**config.mk**
```make
export PLATFORM = sky130hd
export DESIGN_NAME = branch_ex_mem
export DESIGN_NICKNAME = d
export VERILOG_FILES = /design/src/rtl/branch_ex_mem.sv
export SDC_FILE = /design/constraint.sdc
export NUM_CORES = 1
export LEC_CHECK = 0
export BUFFER_PORTS_ARGS = -buffer_cell sky130_fd_sc_hd__buf_2
export CORE_MARGIN = 2
export CORE_UTILIZATION = 30
export CTS_BUF_LIST = sky130_fd_sc_hd__clkbuf_4
export DETAILED_ROUTE_END_ITERATION = 8
export PLACE_DENSITY = 0.57
export SLEW_MARGIN = 10
export SYNTH_ARGS = -nofsm -noshare
export SYNTH_HDL_FRONTEND = slang
export SYNTH_SLANG_ARGS = --single-unit
```
**constraint.sdc**
```tcl
create_clock -name clk -period 4.6 [get_ports clk]
set_input_delay 0.46 -clock clk [delete_from_list [all_inputs] [get_ports clk]]
set_output_delay 0.46 -clock clk [all_outputs]
set_load 0.05 [all_outputs]
```
**src/rtl/branch_ex_mem.sv**
```systemverilog
// branch_ex_mem: EX/MEM boundary buffer with branch resolution.
//
// A two-entry FIFO carries non-branch EX results to the MEM stage. Conditional
// branches are consumed here: their condition is evaluated from the ALU flags
// and a taken branch raises a one-cycle redirect pulse with the target PC.
// Branches never occupy a FIFO slot.
//
// Handshake: a transfer happens on a cycle where valid and ready are both high
// at the rising edge. in_ready and out_valid are decoded from the registered
// FSM state only, so neither depends combinationally on the other side.
//
// Optional feature: define UNSIGNED_BRANCH_EN to resolve bltu (110) and
// bgeu (111) from alu_cout; otherwise those codes are never taken.
module branch_ex_mem #(
    parameter int XLEN  = 64,
    parameter int DEPTH = 2
) (
    input  logic            clk,
    input  logic            rst_n,
    input  logic            in_valid,
    output logic            in_ready,
    input  logic [XLEN-1:0] alu_result,
    input  logic            alu_zero,
    input  logic            alu_less,
    input  logic            alu_cout,
    input  logic            is_branch,
    input  logic [2:0]      funct3,
    input  logic [XLEN-1:0] br_target,
    input  logic [XLEN-1:0] store_data,
    input  logic [4:0]      rd_addr,
    input  logic [2:0]      ctl,
    input  logic            flush,
    output logic            out_valid,
    input  logic            out_ready,
    output logic [XLEN-1:0] out_result,
    output logic [XLEN-1:0] out_store_data,
    output logic [4:0]      out_rd,
    output logic [2:0]      out_ctl,
    output logic            redirect_valid,
    output logic [XLEN-1:0] redirect_pc,
    output logic [1:0]      fsm_state
);

    localparam logic [1:0] S_EMPTY = 2'd0;
    localparam logic [1:0] S_ONE   = 2'd1;
    localparam logic [1:0] S_FULL  = 2'd2;

    logic [1:0]      state;
    logic [1:0]      state_next;
    logic            wr_ptr;
    logic            rd_ptr;
    logic            push;
    logic            pop;
    logic            br_accept;
    logic            taken;

    logic [XLEN-1:0] res_mem [DEPTH];
    logic [XLEN-1:0] sd_mem  [DEPTH];
    logic [4:0]      rd_mem  [DEPTH];
    logic [2:0]      ctl_mem [DEPTH];

    assign in_ready  = (state != S_FULL);
    assign out_valid = (state != S_EMPTY);
    assign fsm_state = state;

    // A flush cycle accepts nothing, so a branch seen with flush never redirects.
    assign push      = in_valid & in_ready & ~is_branch & ~flush;
    assign br_accept = in_valid & in_ready &  is_branch & ~flush;
    assign pop       = out_valid & out_ready;

    // Branch condition from the ALU flags.
    always_comb begin
        taken = 1'b0;
        case (funct3)
            3'b000:  taken = alu_zero;
            3'b001:  taken = ~alu_zero;
            3'b100:  taken = alu_less;
            3'b101:  taken = ~alu_less;
`ifdef UNSIGNED_BRANCH_EN
            3'b110:  taken = ~alu_cout;
            3'b111:  taken = alu_cout;
`endif
            default: taken = 1'b0;
        endcase
    end

`ifndef UNSIGNED_BRANCH_EN
    // Carry-out only matters for unsigned compares.
    logic unused_cout;
    assign unused_cout = alu_cout;
`endif

    // Occupancy transitions; flush overrides everything and empties the buffer.
    always_comb begin
        state_next = state;
        if (flush) begin
            state_next = S_EMPTY;
        end else begin
            case (state)
                S_EMPTY: if (push) state_next = S_ONE;
                S_ONE: begin
                    if (push && !pop)      state_next = S_FULL;
                    else if (!push && pop) state_next = S_EMPTY;
                    else                   state_next = S_ONE;
                end
                S_FULL:  if (pop) state_next = S_ONE;
                default: state_next = S_EMPTY;
            endcase
        end
    end

    // State and pointer registers; pointers are 1 bit so they wrap modulo 2.
    always_ff @(posedge clk or negedge rst_n) begin
        if (!rst_n) begin
            state  <= S_EMPTY;
            wr_ptr <= 1'b0;
            rd_ptr <= 1'b0;
        end else begin
            state <= state_next;
            if (flush) begin
                wr_ptr <= 1'b0;
                rd_ptr <= 1'b0;
            end else begin
                if (push) wr_ptr <= ~wr_ptr;
                if (pop)  rd_ptr <= ~rd_ptr;
            end
        end
    end

    // Entry storage; cleared on reset so the head fields read zero.
    always_ff @(posedge clk or negedge rst_n) begin
        if (!rst_n) begin
            for (int i = 0; i < DEPTH; i++) begin
                res_mem[i] <= '0;
                sd_mem[i]  <= '0;
                rd_mem[i]  <= '0;
                ctl_mem[i] <= '0;
            end
        end else if (push) begin
            res_mem[wr_ptr] <= alu_result;
            sd_mem[wr_ptr]  <= store_data;
            rd_mem[wr_ptr]  <= rd_addr;
            ctl_mem[wr_ptr] <= ctl;
        end
    end

    // Redirect pulse one cycle after a taken branch is consumed.
    always_ff @(posedge clk or negedge rst_n) begin
        if (!rst_n) begin
            redirect_valid <= 1'b0;
            redirect_pc    <= '0;
        end else begin
            redirect_valid <= br_accept & taken;
            if (br_accept && taken) redirect_pc <= br_target;
        end
    end

    // Head entry; the slot under rd_ptr is never written while it is the head.
    assign out_result     = res_mem[rd_ptr];
    assign out_store_data = sd_mem[rd_ptr];
    assign out_rd         = rd_mem[rd_ptr];
    assign out_ctl        = ctl_mem[rd_ptr];

endmodule

```
### Word level (Yosys, flattened, before mapping)

Cells that the tools add are included.

| operators by class | value |
|---|---|
| $add $sub $neg | 0 |
| multipliers | 0 |
| div/mod/pow operators | 0 |
| order comparisons | 3 |
| equal/unequal tests | 8 |
| shift operators | 0 |
| mux-type cells | 33 |
| bitwise gates (word level) | 15 |
| reductions and logical operators | 12 |

Operator list:

| operator | count |
|---|---|
| $mux 64 | 7 |
| $bwmux 128 | 2 |
| $demux 64 s1 | 1 |
| $mux 5 | 4 |
| $mux 3 | 4 |
| $bwmux 10 | 1 |
| $mux 2 | 4 |
| $and 1x1->1 | 7 |
| $bwmux 6 | 1 |
| $eq 3x3->1 const B | 2 |
| $ne 3x3->1 const B | 2 |
| $not 1->1 | 6 |
| $pmux 2 s3 | 1 |
| $reduce_bool 2->1 | 3 |
| $demux 5 s1 | 1 |
| $mux 1 | 5 |
| $ge 2x2->1 const B | 2 |
| $logic_and 1x1->1 | 4 |
| $not 1->2 | 2 |
| $pmux 1 s4 | 1 |
| $demux 3 s1 | 1 |
| $eq 3x1->1 const B | 1 |
| $logic_not 3->1 | 1 |
| $eq 2x1->1 const B | 1 |
| 6 further kinds | 7 |

| word-level totals | value |
|---|---|
| register bits | 341 |
| latch bits | 0 |
| memory bits (writable) | 0 |
| memory bits (read-only) | 0 |
| memories | 0 |

### Depth between registers and ports, before layout

| logic depth | value |
|---|---|
| depth in word-level cells | 10 |
| gate-level depth with buffers | 7 |

### Least setup slack after synthesis

OpenSTA, ideal clock, no wires.

| timing path | value |
|---|---|
| kind | reg2reg |
| start point | reg state[1] (netlist: fsm_state[1]) |
| end point | reg sd_mem[102] (netlist bit) |
| library setup time | 0.125 ns |
| arrival | 1.874 ns |
| data required time | 4.475 ns |
| setup slack | 2.601 ns |
| cell stages (with the launch flop) | 7 |
| buffers on the path | 3 |
| clock period less this slack | 1.999 ns |
| cell sequence | dfrtp_1 nor2b_4 nor4_1 buf_2 buf_4 buf_4 mux2_2 |

| on the way | value |
|---|---|
| longest elaborated chain between the ends | 4 |

RTL lines:

| element | RTL line | source |
|---|---|---|
| from (decl) | 48 | `logic [1:0] state;` |
| from (signal assigned) | 119 | `state <= state_next;` |
| $ne 2x2->1 | 62 | `assign in_ready = (state != S_FULL);` |
| $and 1x1->1 (3 in series) | 67 | `assign push = in_valid & in_ready & ~is_branch & ~flush;` |
| to (signal, indexed assignment) | 141 | `sd_mem[wr_ptr] <= store_data;` |
| to (decl) | 58 | `logic [XLEN-1:0] sd_mem [DEPTH];` |

Every way passes these cells.
A chain may end at the register's enable or synchronous reset.

### Worst setup path in the final report

| timing path | value |
|---|---|
| start point | reg rd_ptr |
| end point | out out_store_data[63] |

| on the way | value |
|---|---|
| longest elaborated chain between the ends | 4 |

RTL lines:

| element | RTL line | source |
|---|---|---|
| from (decl) | 51 | `logic rd_ptr;` |
| from (signal assigned) | 125 | `if (pop) rd_ptr <= ~rd_ptr;` |
| $not 1->2 (implied by the code) | 160 | `assign out_store_data = sd_mem[rd_ptr];` |
| $mux 64 (implied by the code) (3 in series) | 160 |  |
| to (decl) | 36 | `output logic [XLEN-1:0] out_store_data,` |

Every way passes these cells. The select of a mux whose other input is x is not followed.

==> impl_metrics.py <==
metrics = {
    "pwr": {
        "p_leak_nw": 9.63,
        "peakVddDrop_mv": 0.389,
        "power_density_mw_per_mm2": 521,
    },
    "timing": {
        "max_freq_ghz": 0.305,
        "fin_crit_ns": 3.28,
        "holdWs_ns": 0.139,
        "rsz0062_at_grt": "no",
        "tightest_slew_ns": 1.03,
        "tns_ns": 0,
        "hold_viol": 0,
        "setup_viol": 0,
        "max_slew_margin_pct": 31.3,
        "period_share_pct": 71.3,
        "skew_ns": 0.0279,
        "maxSlewViolCount": 0,
    },
    "detailed_routing": {
        "drt_iter0_markers": 195,
        "wl_um": 36600,
        "wire_per_inst_um": 16.2,
        "first_pass_iters": 4,
        "drcViolationCount": 0,
        "via_per_inst": 4.42,
        "ant_nets": 0,
        "vias": 9980,
    },
    "setup_path": {
        "timing.critical_path.buf_inv": 2,
        "crit_family": "buffers and inverters",
        "worstSetupStartpointType": "flop",
        "slowest_stage": "dfrtp_4",
        "cp-startpoint": "rd_ptr",
        "worstSetupPathType": "reg2out",
        "arrival_ns": 2.82,
        "cp-end-kind": "output pin",
        "r2r-start": "fsm_state[1]",
        "critical_path_required_ns": 4.14,
        "path_cells": "buf_4 > mux2_2 > buf_2",
        "worstPathMaxFanout": 39,
        "max_stage_delay_ns": 0.73,
    },
    "floorplanning": {
        "die_y_um": 224,
        "fp.dieW_um": 224,
        "initial_core_util_pct": 30.4,
        "fp.coreArea_mm2": 0.0477,
        "die_area_mm2": 0.0501,
        "placementRows": 80,
        "io_pins": 417,
    },
    "synth": {
        "ys_ff_latch": 341,
        "synth_cells": 894,
        "synth_fp_nets": 1107,
        "yosys.area.top_type": "dfrtp_1",
        "yosysTopAreaCellShare_pct": 58.8,
        "yosys_warnings": 0,
        "synth-seq-area-share_pct": 58.8,
        "netlist_area_mm2": 0.0145,
        "syn_area_per_cell_um2": 16.2,
        "synth.distinct_cells": 27,
        "synthTopCellsByArea": "dfrtp_1, mux2_2, mux2_4",
    },
    "final_layout": {
        "final_cell_mix": "buf_2, mux2_2, dfrtp_1",
        "layout-drive-gt1-share_pct": 63.3,
        "fin_area_mm2": 0.0205,
        "final_util_pct": 42.9,
        "seqCellArea_mm2": 0.00854,
        "final_nets": 1784,
        "syn2layout_area_growth_pct": 41.1,
        "fill_cells": 4463,
        "layout_commonest_cell": "buf_2",
        "multi_input_area_mm2": 0.00565,
    },
    "global_routing": {
        "grtUsageTotal_pct": 14.7,
        "grt_pass1_vias": 11525,
        "antenna_found_initial": 2,
        "grt_max_degree": 122,
        "grt_first_pass_wirelength_um": 58700,
        "overflow": 0,
    },
    "clock_network": {
        "path_clk_slew_ns": 0.06,
        "ctsHtreeMaxLevel": 3,
        "clk_path_buf_depth": 3,
        "post_cts_resized": 0,
        "clk_latency_ns": 0.81,
        "cts_tree": "built",
        "cts_inserted_buffers": 99,
        "clockRootBuffer": "clkbuf_4",
        "clock_sinks": 341,
    },
    "run": {
        "maxCapViolCount": 0,
    },
    "run_status": {
        "outcome": "completed",
    },
    "place": {
        "io_buffers": 415,
        "hpwl_um": 23000,
        "place.gp.congestion": 0.730,
        "postPlaceCellArea_mm2": 0.0172,
    },
    "min_path": {
        "hp-class": "in2reg",
        "worstHoldStart": "in_valid",
    },
}
-- path summary, 6_finish.rpt --
check                      cells past startpoint            endpoint  slack (ns)
max                                            3  out_store_data[63]        1.32
min                                            4              wr_ptr        0.14
max reg2reg                                    5     redirect_pc[27]        2.12
min reg2reg                                    1         res_mem[71]        0.48
max in group asynchronous                      3     redirect_pc[15]        3.31
min in group asynchronous                      2         res_mem[20]        0.19
-- power breakdown --
group / switching (mW) / internal, mW
Combinational: 2.42 / 1.34
Clock: 1.27 / 1.52
Sequential: 0.364 / 3.74
-- layout make-up --
type	count	share of cell area, %
clock buffers	150	5.50
multi-input cells	499	27.6
clock inverters	17	0.470
inverters	2	0.0367
repair buffers	628	20.9
well taps	615	3.76
diodes	6	0.0733
flip-flops and latches	341	41.7
-- per-stage QoR --
step / setup WS, ns / power, mW / instances
after CTS: 1.18 / 10.8 / 2252
after global routing: 1.11 / 11.3 / 2257
after floorplan: 2.60 / 6.92 / 894
final: 1.32 / 10.7 / 2258
after detailed placement: 1.98 / 7.80 / 1882
after global placement: 2.01 / 7.72 / 1882
-- sequential cells by signal (all words and copies together) (netlist names) --
signal,count
sd_mem,128
redirect_pc,64
fsm_state,2
res_mem,128
rd_ptr,1
rd_mem,10
redirect_valid,1
wr_ptr,1
ctl_mem,6
-- routing by layer --
layer	part of all wire, %	track usage, %	vias up	wire length (um)
met2	50	25.6	327	18400
met1	39	16.1	4948	14400
li1	-	-	4613	-
met3	7.0	5.43	92	2570
met4	3.3	6.43	0	1200
met5	0	0	-	0
-- tightest hold or removal path, delay by kind of cell --
family          cells  cell delay [ns]
compound gates      2             0.23
buf+inv             1             0.08
simple gates        1             0.13
-- logic make-up after synthesis --
group	after synthesis	share of synthesized area (%)
muxes	473	37.7
xor gates and xnor gates	2	0.121
DFF	341	58.8
AOI/OAI and AO/OA	5	0.172
buffers and inverters	54	2.35
adders and majority gates	1	0.0862
and+or+nand+nor	18	0.733
-- synthesized netlist by cell type (all sizes together) --
library cell	instances
a21oi	3
and2	1
buf	40
clkbuf	12
dfrtp	341
ha	1
inv	2
mux2	472
mux2i	1
nand2	5
nand2b	2
nor2	3
nor2b	2
nor3	1
nor4	2
o21ai	2
or2	1
or3	1
xnor2	1
xor2	1
-- repair_timing --
item | in CTS | in global routing
setup buffers | 0 | 0
hold buffers | 203 | 0
hold endpoints to repair | 400 | 0
Note: power is estimated with default switching activity, not from simulation.
